$ cat config.mk
export PLATFORM = sky130hd
export DESIGN_NAME = mem_access_unit_flat
export DESIGN_NICKNAME = d
export VERILOG_FILES = /design/src/rtl/mem_access_pkg.sv /design/src/rtl/mem_access_if.sv /design/src/rtl/mem_lane_align.sv /design/src/rtl/mem_access_unit.sv /design/src/flat_wrapper.sv
export SDC_FILE = /design/constraint.sdc
export NUM_CORES = 1
export LEC_CHECK = 0
export ABC_AREA = 1
export CORE_MARGIN = 8
export CORE_UTILIZATION = 35
export DETAILED_ROUTE_END_ITERATION = 7
export PLACE_DENSITY_LB_ADDON = 0.2
export SYNTH_ARGS = -nofsm -noshare
export SYNTH_HDL_FRONTEND = slang
export SYNTH_SLANG_ARGS = --single-unit
export TNS_END_PERCENT = 5
$ cat constraint.sdc
create_clock -name clk -period 9.4 [get_ports clk]
set_clock_uncertainty 0.2 [all_clocks]
set_input_delay 1.41 -clock clk [delete_from_list [all_inputs] [get_ports clk]]
set_output_delay 1.41 -clock clk [all_outputs]
set_load 0.005 [all_outputs]
$ cat src/rtl/mem_access_pkg.sv
// Shared types and helpers for the data-memory access unit.
//   mem_op_t   : load/store opcode carried on req_op
//   state_t    : access FSM states
//   is_store   : true for SW/SH/SB
//   is_aligned : alignment rule for an opcode and byte offset
package mem_access_pkg;

    typedef enum logic [2:0] {
        LW  = 3'd0,
        LH  = 3'd1,
        LHU = 3'd2,
        LB  = 3'd3,
        LBU = 3'd4,
        SW  = 3'd5,
        SH  = 3'd6,
        SB  = 3'd7
    } mem_op_t;

    typedef enum logic [1:0] {
        IDLE,
        ISSUE,
        CAPTURE,
        MERGE
    } state_t;

    function automatic logic is_store(mem_op_t op);
        return (op == SW) || (op == SH) || (op == SB);
    endfunction

    function automatic logic is_aligned(mem_op_t op, logic [1:0] offset);
        case (op)
            LW, SW:       return offset == 2'b00;
            LH, LHU, SH:  return offset[0] == 1'b0;
            default:      return 1'b1;
        endcase
    endfunction

endpackage

$ cat src/rtl/mem_access_if.sv
// Request/response handshake between the memory-stage control and the access unit.
//   master : requester (drives req_valid/op/addr/wdata, sees ready and responses)
//   slave  : mem_access_unit
interface mem_access_if #(
    parameter int unsigned ADDR_W = 10
);
    import mem_access_pkg::*;

    logic               req_valid;
    logic               req_ready;
    mem_op_t            req_op;
    logic [ADDR_W+1:0]  req_addr;
    logic [31:0]        req_wdata;
    logic               resp_valid;
    logic [31:0]        resp_rdata;
    logic               resp_err;

    modport master (
        output req_valid, req_op, req_addr, req_wdata,
        input  req_ready, resp_valid, resp_rdata, resp_err
    );

    modport slave (
        input  req_valid, req_op, req_addr, req_wdata,
        output req_ready, resp_valid, resp_rdata, resp_err
    );

endinterface

$ cat src/rtl/mem_lane_align.sv
// Combinational lane steering for sub-word accesses (little-endian).
//   op       : access opcode
//   offset   : byte offset within the word (addr[1:0])
//   word     : word read from memory
//   wdata    : right-aligned store data
//   load_val : selected lane, sign/zero extended to 32 bits
//   merged   : word with the addressed byte/halfword lane replaced by wdata
module mem_lane_align
    import mem_access_pkg::*;
(
    input  mem_op_t     op,
    input  logic [1:0]  offset,
    input  logic [31:0] word,
    input  logic [31:0] wdata,
    output logic [31:0] load_val,
    output logic [31:0] merged
);

    logic [7:0]  byte_sel;
    logic [15:0] half_sel;

    always_comb begin
        byte_sel = word[7:0];
        case (offset)
            2'd0: byte_sel = word[7:0];
            2'd1: byte_sel = word[15:8];
            2'd2: byte_sel = word[23:16];
            2'd3: byte_sel = word[31:24];
            default: byte_sel = word[7:0];
        endcase
        // Halfword accesses are only issued when offset[0] is clear.
        half_sel = offset[1] ? word[31:16] : word[15:0];
    end

    always_comb begin
        load_val = word;
        case (op)
            LB:      load_val = {{24{byte_sel[7]}}, byte_sel};
            LBU:     load_val = {24'h0, byte_sel};
            LH:      load_val = {{16{half_sel[15]}}, half_sel};
            LHU:     load_val = {16'h0, half_sel};
            default: load_val = word;
        endcase
    end

    always_comb begin
        merged = word;
        if (op == SB) begin
            case (offset)
                2'd0: merged[7:0]   = wdata[7:0];
                2'd1: merged[15:8]  = wdata[7:0];
                2'd2: merged[23:16] = wdata[7:0];
                2'd3: merged[31:24] = wdata[7:0];
                default: merged = word;
            endcase
        end else if (op == SH) begin
            if (offset[1]) merged[31:16] = wdata[15:0];
            else           merged[15:0]  = wdata[15:0];
        end
    end

endmodule

$ cat src/rtl/mem_access_unit.sv
// Initiator side of the word-addressed data memory. Accepts byte-addressed
// LW/LH/LHU/LB/LBU/SW/SH/SB requests, extends loads, read-modify-writes
// sub-word stores and flags misaligned accesses.
//   clk, rst   : clock, asynchronous active-high reset
//   bus        : request/response handshake (slave side)
//   mem_w_en   : data memory write enable
//   mem_addr   : data memory word address
//   mem_d_in   : data memory write data
//   mem_d_out  : data memory read data (word at the previous cycle's mem_addr)
module mem_access_unit
    import mem_access_pkg::*;
#(
    parameter int unsigned ADDR_W = 10
) (
    input  logic              clk,
    input  logic              rst,
    mem_access_if.slave       bus,
    output logic              mem_w_en,
    output logic [ADDR_W-1:0] mem_addr,
    output logic [31:0]       mem_d_in,
    input  logic [31:0]       mem_d_out
);

    state_t             state_q;
    mem_op_t            op_q;
    logic [1:0]         offset_q;
    logic [31:0]        wdata_q;
    logic               w_en_q;
    logic [ADDR_W-1:0]  addr_q;
    logic [31:0]        d_in_q;
    logic               resp_valid_q;
    logic [31:0]        resp_rdata_q;
    logic               resp_err_q;

    logic [31:0]        load_val;
    logic [31:0]        merged_word;

    mem_lane_align u_lane_align (
        .op       (op_q),
        .offset   (offset_q),
        .word     (mem_d_out),
        .wdata    (wdata_q),
        .load_val (load_val),
        .merged   (merged_word)
    );

    assign bus.req_ready  = (state_q == IDLE);
    assign bus.resp_valid = resp_valid_q;
    assign bus.resp_rdata = resp_rdata_q;
    assign bus.resp_err   = resp_err_q;

    assign mem_w_en = w_en_q;
    assign mem_addr = addr_q;
    // The read word only arrives during MERGE, so the merged data bypasses
    // the register to let the write land in that same cycle.
    assign mem_d_in = (state_q == MERGE) ? merged_word : d_in_q;

    always_ff @(posedge clk or posedge rst) begin
        if (rst) begin
            state_q      <= IDLE;
            op_q         <= LW;
            offset_q     <= 2'b00;
            wdata_q      <= 32'h0;
            w_en_q       <= 1'b0;
            addr_q       <= '0;
            d_in_q       <= 32'h0;
            resp_valid_q <= 1'b0;
            resp_rdata_q <= 32'h0;
            resp_err_q   <= 1'b0;
        end else begin
            resp_valid_q <= 1'b0;
            case (state_q)
                IDLE: begin
                    if (bus.req_valid) begin
                        if (!is_aligned(bus.req_op, bus.req_addr[1:0])) begin
                            resp_valid_q <= 1'b1;
                            resp_err_q   <= 1'b1;
                            resp_rdata_q <= 32'h0;
                        end else begin
                            op_q     <= bus.req_op;
                            offset_q <= bus.req_addr[1:0];
                            wdata_q  <= bus.req_wdata;
                            addr_q   <= bus.req_addr[ADDR_W+1:2];
                            d_in_q   <= bus.req_wdata;
                            w_en_q   <= (bus.req_op == SW);
                            state_q  <= ISSUE;
                        end
                    end
                end
                ISSUE: begin
                    case (op_q)
                        SW: begin
                            w_en_q       <= 1'b0;
                            resp_valid_q <= 1'b1;
                            resp_rdata_q <= 32'h0;
                            resp_err_q   <= 1'b0;
                            state_q      <= IDLE;
                        end
                        SH, SB: begin
                            w_en_q  <= 1'b1;
                            state_q <= MERGE;
                        end
                        default: state_q <= CAPTURE;
                    endcase
                end
                CAPTURE: begin
                    resp_valid_q <= 1'b1;
                    resp_rdata_q <= load_val;
                    resp_err_q   <= 1'b0;
                    state_q      <= IDLE;
                end
                MERGE: begin
                    w_en_q       <= 1'b0;
                    d_in_q       <= merged_word;
                    resp_valid_q <= 1'b1;
                    resp_rdata_q <= 32'h0;
                    resp_err_q   <= 1'b0;
                    state_q      <= IDLE;
                end
                default: state_q <= IDLE;
            endcase
        end
    end

endmodule

$ cat src/flat_wrapper.sv
// flat-port wrapper written by rule: the top's interface ports become plain ports
module mem_access_unit_flat import mem_access_pkg::*;
#(
    parameter int unsigned ADDR_W = 10
)
  (clk, rst, mem_w_en, mem_addr, mem_d_in, mem_d_out, bus_req_valid, bus_req_op, bus_req_addr, bus_req_wdata, bus_req_ready, bus_resp_valid, bus_resp_rdata, bus_resp_err);
  mem_access_if #(.ADDR_W(ADDR_W)) bus_i ();
  input  logic clk;
  input  logic rst;
  output logic mem_w_en;
  output logic [ADDR_W-1:0] mem_addr;
  output logic [31:0] mem_d_in;
  input  logic [31:0] mem_d_out;
  input wire logic [$bits(bus_i.req_valid)-1:0] bus_req_valid;
  input wire logic [$bits(bus_i.req_op)-1:0] bus_req_op;
  input wire logic [$bits(bus_i.req_addr)-1:0] bus_req_addr;
  input wire logic [$bits(bus_i.req_wdata)-1:0] bus_req_wdata;
  output wire logic [$bits(bus_i.req_ready)-1:0] bus_req_ready;
  output wire logic [$bits(bus_i.resp_valid)-1:0] bus_resp_valid;
  output wire logic [$bits(bus_i.resp_rdata)-1:0] bus_resp_rdata;
  output wire logic [$bits(bus_i.resp_err)-1:0] bus_resp_err;
  assign bus_i.req_valid = bus_req_valid;
  assign bus_i.req_op = bus_req_op;
  assign bus_i.req_addr = bus_req_addr;
  assign bus_i.req_wdata = bus_req_wdata;
  assign bus_req_ready = bus_i.req_ready;
  assign bus_resp_valid = bus_i.resp_valid;
  assign bus_resp_rdata = bus_i.resp_rdata;
  assign bus_resp_err = bus_i.resp_err;
  mem_access_unit #(.ADDR_W(ADDR_W)) u_core (.clk(clk), .rst(rst), .bus(bus_i), .mem_w_en(mem_w_en), .mem_addr(mem_addr), .mem_d_in(mem_d_in), .mem_d_out(mem_d_out));
endmodule
# == Word level (Yosys, flattened, before mapping) ==
# Index checks and enable logic that the tools add are counted.
# totals
regBits,100
in_bits,82
output_inout_bits,78
elab_cells,86
# op_classes
eq_ne,22
n_mux,38
bitwise,1
reduce_logical,15
# ops
operator,count
$mux W32,8
$pmux W32 S4,2
$pmux W32 S2,1
$mux W16,3
$mux W8,4
$pmux W8 S4,1
$eq A3 B3 Y1 const B,6
$mux W1,10
$eq A3 B2 Y1 const B,3
$pmux W1 S3,3
$reduce_and A3 Y1,3
$eq A2 B2 Y1 const B,4
$eq A3 B1 Y1 const B,2
$logic_not A2 Y1,3
$pmux W2 S3,1
$reduce_or A2 Y1,3
$eq A2 B1 Y1 const B,2
$mux W2,2
$ne A2 B1 Y1 const B,2
$ne A2 B2 Y1 const B,2
$pmux W1 S2,2
$pmux W2 S2,1
$reduce_and A4 Y1,1
$logic_not A3 Y1,1
other kinds (6),6

# == Depth between registers and ports, before layout ==
# Gate-level depths: netlist (run 1).
# depth
word_depth,8
mapped_depth,12
mapped_depth_nobuf,10

# == Cells and area by module ==
# Synthesis (run 1) repeated with hierarchy kept, for this count alone.
# hier_totals
cells_unflattened,1176
area_unflattened_um2,7806.2
# by_module_without_submodules
mod,n_inst,cells_per_inst,area_per_inst_um2,seq_area_each_um2
mem_access_unit,1,710,5784.3,2902.8
mem_lane_align,1,466,2021.9,0.0

# == Worst setup path after synthesis (run 1) ==
# OpenSTA, ideal clock, no wires.
# synth_path
path_type,input to output
from,input mem_d_out[18]
to,output mem_d_in[18]
arrival_ns,1.924
required_ns,7.790
slack_ns,5.866
cell_stages,8
n_path_buf,0
path_cell_list,inv_1 o21ai_0 nand2_1 nand2_1 nand2_1 nand2_1 nand2_1 o21ai_0
# synth_via
elab_chain_cells,4
word_cells_on_any_way,5
cone_classes,mux (5)
# synth_rtl
element,line,source
start: declaration,flat_wrapper.sv:13,input logic [31:0] mem_d_out;
$mux W16,mem_lane_align.sv:57,if (offset[1]) merged[31:16] = wdata[15:0];
$mux W32,mem_lane_align.sv:56,end else if (op == SH) begin
$mux W32 *,mem_lane_align.sv:48,if (op == SB) begin
$mux W32 *,mem_access_unit.sv:56,assign mem_d_in = (state_q == MERGE) ? merged_word : d_in_q;
end: declaration,flat_wrapper.sv:12,output logic [31:0] mem_d_in;
# Every way passes the cells marked *; elsewhere a longest branch is shown, timed or not.

# == Worst setup path in the final report (run 1) ==
# layout_path
from,register u_core.offset_q[1]
to,output mem_d_in[13]
# layout_via
elab_chain_cells,4
word_cells_on_any_way,6
cone_classes,eq/ne (1); mux (5)
# layout_rtl
element,line,source
start: declaration,mem_access_unit.sv:26,logic [1:0] offset_q;
start signal: assignment,mem_access_unit.sv:81,offset_q <= bus.req_addr[1:0];
$eq A2 B1 Y1 or $mux W16 (tied branches),"mem_lane_align.sv:49, mem_lane_align.sv:57",
$mux W8 or $mux W32 (tied branches),"mem_lane_align.sv:49, mem_lane_align.sv:56",
$mux W32 *,mem_lane_align.sv:48,
$mux W32 *,mem_access_unit.sv:56,
# Marked as above.

==> results of run 1 <==
==> placed cells by master (no fill, tap or decap), types with 7 or more instances in the layout <==
cell / n
nand2_1: 588
clkdlybuf4s50_1: 159
nand3_1: 124
inv_1: 115
dfrtp_1: 99
o21ai_0: 58
nor2_1: 53
a21oi_1: 16
nand3b_1: 12
or2_2: 11
a21boi_0: 11
o211ai_1: 10
buf_4: 10
clkbuf_16: 9
o21ai_1: 7
==> layout make-up <==
type                    instances  area, um2
flip-flops and latches        100       2504
multi-input cells             907       3875
clock buffers                   9      225.2
clock inverters                 7      56.30
fillers                      2154      10980
repair buffers                169       1667
inverters                     121      459.2
well taps                     270      337.8
==> cells in the mapped netlist <==
library cell	number
nand2_1	589
nand3_1	124
inv_1	116
dfrtp_1	100
o21ai_0	58
nor2_1	53
buf_2	32
clkbuf_1	25
a21oi_1	16
nand3b_1	12
a21boi_0	11
or2_2	11
o211ai_1	10
o21ai_1	7
buf_1	5
nand2_2	5
nor2_2	5
buf_4	4
inv_2	4
nand3_2	2
a31oi_2	1
inv_4	1
nand2_4	1
nand4_1	1
o31ai_1	1
==> power by group through the flow <==
stage	logic [uW]	registers [uW]	clock network (uW)
2_1_floorplan	1030	714	0
3_3_place_gp	1620	747	0
3_5_place_dp	1620	748	0
4_1_cts	1640	742	378
5_1_grt	1840	766	391
6_report	1630	744	367
==> worst paths after layout <==
kind	from	endpoint	slack (ns)	cells after the start
worst max-delay path	u_core.offset_q[1]	mem_d_in[13]	4.18	9
worst min-delay path	u_core.mem_addr[5]	u_core.mem_addr[5]	0.29	2
worst max register to register	u_core.offset_q[1]	u_core.bus.resp_rdata[31]	6.10	9
worst min register to register	u_core.mem_addr[5]	u_core.mem_addr[5]	0.29	2
max in group asynchronous	rst	u_core.wdata_q[1]	6.51	3
min in group asynchronous	rst	u_core.bus.resp_rdata[8]	1.23	2
==> routing by layer <==
metal | vias to the layer above | track usage, % | share of wire [%]
met3 | 28 | 4.628 | 8.4
met1 | 3455 | 27.47 | 46
met5 | - | 0 | 0
met2 | 306 | 29.31 | 44
li1 | 3905 | - | -
met4 | 0 | 6.537 | 2.1
==> critical path, stage by stage (launching register included) <==
cell,delay [ns]
dfrtp_2,0.39
buf_4,0.32
inv_1,0.71
nand2_1,0.57
nand2_1,0.19
o211ai_1,0.11
nand2_1,0.12
nand2_1,0.07
o21ai_0,0.16
clkdlybuf4s50_1,0.58
==> logic make-up (layout without fill, tap and decap cells) <==
group | Yosys count | in the layout | share of synthesized area (%)
compound gates | 104 | 104 | 8.173
buf+inv | 187 | 306 | 10.65
flops | 100 | 100 | 35.08
simple gates | 803 | 803 | 46.11
==> through the flow <==
stage,utilization (%),area [um2]
finish,45.38,9124
global route,45.38,9124
CTS,45.38,9124
detailed placement,43.98,8842
global placement,43.98,8842
floorplan,-,7134
==> flip-flops by register name, indices dropped and copies added, names as in the netlist <==
| name | flops |
|---|---|
| u_core.bus.resp_rdata | 32 |
| u_core.d_in_q | 32 |
| u_core.wdata_q | 16 |
| u_core.mem_addr | 10 |
| u_core.op_q | 3 |
| u_core.offset_q | 2 |
| u_core.state_q | 2 |
| u_core.bus.resp_err | 1 |
| u_core.bus.resp_valid | 1 |
| u_core.mem_w_en | 1 |
==> metrics.md, run 1 <==
| Metric | Value |
|---|---|
| DRT iter0 DRCs | 690 |
| Outcome | completed |
| PwrDens | 300.1 mW/mm2 |
| Relative slew margins | 26.78% |
| Sw Share | 46.55% |
| Core Area | 0.02010 mm2 |
| Total number of vias | 7694 |
| Largest net degree at the start of global routing | 71 |
| CTS Hold Bufs | 0 |
| I/O Pins | 160 |
| Num CTS Buffers | 9 |
| Total GRT Usage | 19.70% |
| Top-area cell type share of the netlist area | 35.08% |
| Worst ir drop on vdd | 0.1252 mV |
| Final total power | 2738 uW |
| Worst Path Arrival | 3.61 ns |
| Vias in the first global route | 7319 |
| Clock buffer depth | 2 |
| Worst-skew pair later-pin latency | 0.36 ns |
| Fin crit share | 55.53% |
| Postcts setup bufs | 0 |
| Combinational power share | 59.4% |
| HP Class | flip-flop to flip-flop |
| DRT Wirelength | 25.27 mm |
| Cell-internal power | 1463 uW |
| DRT Pass-1 Iters | 5 |
| GR Overflow Total | 0 |
| # rows | 52 |
| Routed vias/inst | 4.860 |
| Layout cells sized above 1 | 4.494% |
| Worst-Margin Slew | 1.097 ns |
| Setup TNS | 0 ns |
| WL/cell | 15.97 um |
| Syn_nets | 1276 |
| RSZ-0062 raised after global routing | no |
| Critical Path Source Type | flip-flop |
| Max frequency | 191.6 MHz |
| Final setup margin | 4.180 ns |
| Worst-path clk slew | 0.08 ns |
| Port-buffer cells | 159 |
| Largest area contributor in the netlist | dfrtp_1 |
| Crit path capture type | output pin |
| CTS tree | yes |
| First-pass GRT wire length | 40.52 mm |
| P&R area growth vs syn | 27.88% |
| DP Worst Slack | 4.518 ns |
| Leak Pwr | 0.005021 uW |
| Initial antenna violation count | 0 |
| Hold WS | 0.2862 ns |
| # diodes | 0 |
| Gp weighted congestion | 0.9022 |
| WS Path Type | flip-flop to output pin |
| Sw power | 1274 uW |
| Final Setup Violations | 0 |
| Post-cts sizing count | 0 |
| Final Hold Fails | 0 |
| Area of the mapped netlist | 0.007134 mm2 |
| Nets | 1390 |
| Mapped Cells | 1194 |
| Seq/Total Area, Yosys | 35.08% |
| Clock Power Share | 13.4% |
| Slew Viols, Final | 0 |
| Die W | 158.8 um |
| Detail Placement HPWL | 18.32 mm |
| Top post-synthesis cells by area | dfrtp_1, nand2_1, nand3_1, inv_1, o21ai_0 |
| Max capacitance violation total | 0 |
| Sequential Power Share | 27.2% |
| H-Tree Depth | 3 |
| Critical path fanouts, max | 70 |
| Root Buffer | clkbuf_16 |
| Die area | 0.02521 mm2 |
| Post-synthesis register bit count | 100 |
| Initial core utilization | 35.49% |
| Non-Filler Instances | 1583 |
| Dpl cells | 1567 |
| DRC | 0 |
| Clock sink total | 100 |
| Number of library cell types mapped by synthesis | 25 |
| DRT antenna net count | 0 |
| Die Y | 158.8 um |
| Post-Syn Area per Cell | 5.975 um2 |
| Synthesis Warnings | 0 |
| Worst EP required | 7.79 ns |
| Fin crit period | 5.220 ns |
(Power assumes the default switching activity.)
==> inputs of run 2 (changes only) <==
==> constraint.sdc (replaced) <==
create_clock -name clk -period 4.3 [get_ports clk]
set_clock_uncertainty 0.2 [all_clocks]
set_input_delay 0.645 -clock clk [delete_from_list [all_inputs] [get_ports clk]]
set_output_delay 0.645 -clock clk [all_outputs]
set_load 0.005 [all_outputs]
==> run 2 against run 1 <==
Compared with the run above: sequential power grew 120%; first-iteration DRC count shrank 18%; final area grew 1.0%; worst setup slack lost 3.6 ns; utilization grew 0.45 points; hold slack gained 0.0017 ns; register-to-register slack lost 4.4 ns; non-clock buffer count grew 8; via count grew 1.2%; highest routed layer unchanged; critical path type unchanged; routed wire length grew 1.5%; sequential cell count is the same.
==> metrics.md, run 2 (synthesized netlist as in run 1, its figures left out) <==
| Metric | Value |
|---|---|
| Outcome | completed |
| H-Tree Depth | 3 |
| Final total power | 6058 uW |
| Fill count | 2169 |
| Fin crit share | 86.36% |
| Critical Path Source Type | flip-flop |
| RSZ-0062 raised after global routing | no |
| PwrDens | 657.4 mW/mm2 |
| DRT Wirelength | 25.66 mm |
| Total number of vias | 7784 |
| Clock sink total | 100 |
| Sw power | 2824 uW |
| Top Layer Used | met4 |
| Worst Path Arrival | 2.87 ns |
| Multi-input combinational cell area | 0.003875 mm2 |
| Final Setup Violations | 0 |
| Worst-path clk slew | 0.08 ns |
| # rows | 52 |
| Clock Power Share | 13.8% |
| Post-cts sizing count | 0 |
| Max capacitance violation total | 0 |
| Routed vias/inst | 4.886 |
| Die W | 158.8 um |
| GR Overflow Total | 0 |
| Total GRT Usage | 20.30% |
| Die area | 0.02521 mm2 |
| Worst EP required | 3.45 ns |
| Setup TNS | 0 ns |
| Placed Area | 0.008915 mm2 |
| Layout cells sized above 1 | 5.072% |
| DRC | 0 |
| DRT antenna net count | 0 |
| Worst-Margin Slew | 0.7731 ns |
| HP Class | flip-flop to flip-flop |
| Worst-skew pair later-pin latency | 0.37 ns |
| Metal3 WL | 2.021 mm |
| WS Path Type | flip-flop to output pin |
| Cell area after layout | 0.009215 mm2 |
| Final Hold Fails | 0 |
| Met2 wire length | 11.19 mm |
| Most frequent cells in the layout | nand2_1, clkdlybuf4s50_1, nand3_1 |
| Die Y | 158.8 um |
| Detail Placement HPWL | 18.65 mm |
| Largest net degree at the start of global routing | 57 |
| Crit path capture type | output pin |
| I/O Pins | 160 |
| Max frequency | 269.3 MHz |
| Nets | 1398 |
| Relative slew margins | 48.28% |
| Wl on met1 | 11.79 mm |
| Commonest non-fill, non-tap cell in the layout | nand2_1 |
| Root Buffer | clkbuf_16 |
| Num CTS Buffers | 9 |
| Sw Share | 46.61% |
| Initial antenna violation count | 2 |
| Initial core utilization | 35.49% |
| Clock buffer depth | 2 |
| Core Area | 0.02010 mm2 |
| Combinational power share | 59.4% |
| Critical path fanouts, max | 43 |
| Postcts setup bufs | 0 |
| Sequential Power Share | 26.8% |
| Port-buffer cells | 159 |
| Cell-internal power | 3235 uW |
| Gp weighted congestion | 0.9339 |
| WL/cell | 16.11 um |
| CTS Hold Bufs | 0 |
| DRT iter0 DRCs | 565 |
| Fin crit period | 3.713 ns |
| CTS tree | yes |
| Leak Pwr | 0.005074 uW |
| P&R area growth vs syn | 29.17% |
| DRT Pass-1 Iters | 5 |
| Worst ir drop on vdd | 0.3471 mV |
| First-pass GRT wire length | 41.73 mm |
| Vias in the first global route | 7524 |
| Slew Viols, Final | 0 |
| Flip-flop and latch area | 0.002504 mm2 |
## run 2: cell count changes in the layout (fill, tap and decap cells not counted), sizes merged
cell,before,now
buf,10,18
diode,0,2
clkinv,3,4
clkinvlp,1,0
## run 2: final timing paths
check,start,endpoint,slack [ns],cells past startpoint
min in group asynchronous,rst,u_core.bus.resp_rdata[10],0.50,2
worst max-delay path,u_core.op_q[2],mem_d_in[2],0.59,6
worst max register to register,u_core.state_q[0],u_core.wdata_q[7],1.67,9
worst min register to register,u_core.mem_addr[2],u_core.mem_addr[2],0.29,2
max in group asynchronous,rst,u_core.wdata_q[13],2.64,3
worst min-delay path,u_core.mem_addr[2],u_core.mem_addr[2],0.29,2
## run 2: area by class of cell
| cell class | count | area share, % |
|---|---|---|
| multi-input cells | 907 | 42.05 |
| clock buffers | 9 | 2.444 |
| flip-flops and latches | 100 | 27.17 |
| inverters | 121 | 4.983 |
| well taps | 270 | 3.666 |
| clock inverters | 7 | 0.7604 |
| repair buffers | 177 | 18.87 |
| diodes | 2 | 0.05431 |
## run 2: routing by layer
| layer | GRT usage [%] | vias up |
|---|---|---|
| li1 | - | 3930 |
| met5 | 0 | - |
| met2 | 30.46 | 310 |
| met3 | 5.067 | 43 |
| met4 | 7.143 | 0 |
| met1 | 27.78 | 3501 |
## run 2: critical path, stage by stage, from the launching register on
cell and delay (ns):
dfrtp_1 0.48, inv_2 0.14, nor2_2 0.06, inv_2 0.55, nand2_1 0.15, a21boi_0 0.49
clkdlybuf4s50_1 0.62
## run 2: power by group through the flow
stage,Combinational (uW),Clock [uW],Sequential [uW]
final,3600,835,1620
after global routing,4070,890,1670
after floorplan,2250,0,1560
after CTS,3600,855,1620
after global placement,3560,0,1630
after detailed placement,3580,0,1640
## run 2: per-stage QoR
stage	setup slack, ns	hold WS, ns	utilization [%]	cells
floorplan	0.8362	0.2637	-	1194
global placement	0.8720	0.2610	44.34	1575
detailed placement	0.8966	0.2651	44.34	1575
CTS	0.6722	0.2923	45.81	1591
global route	0.5269	0.3216	45.84	1593
finish	0.5866	0.2879	45.84	1593
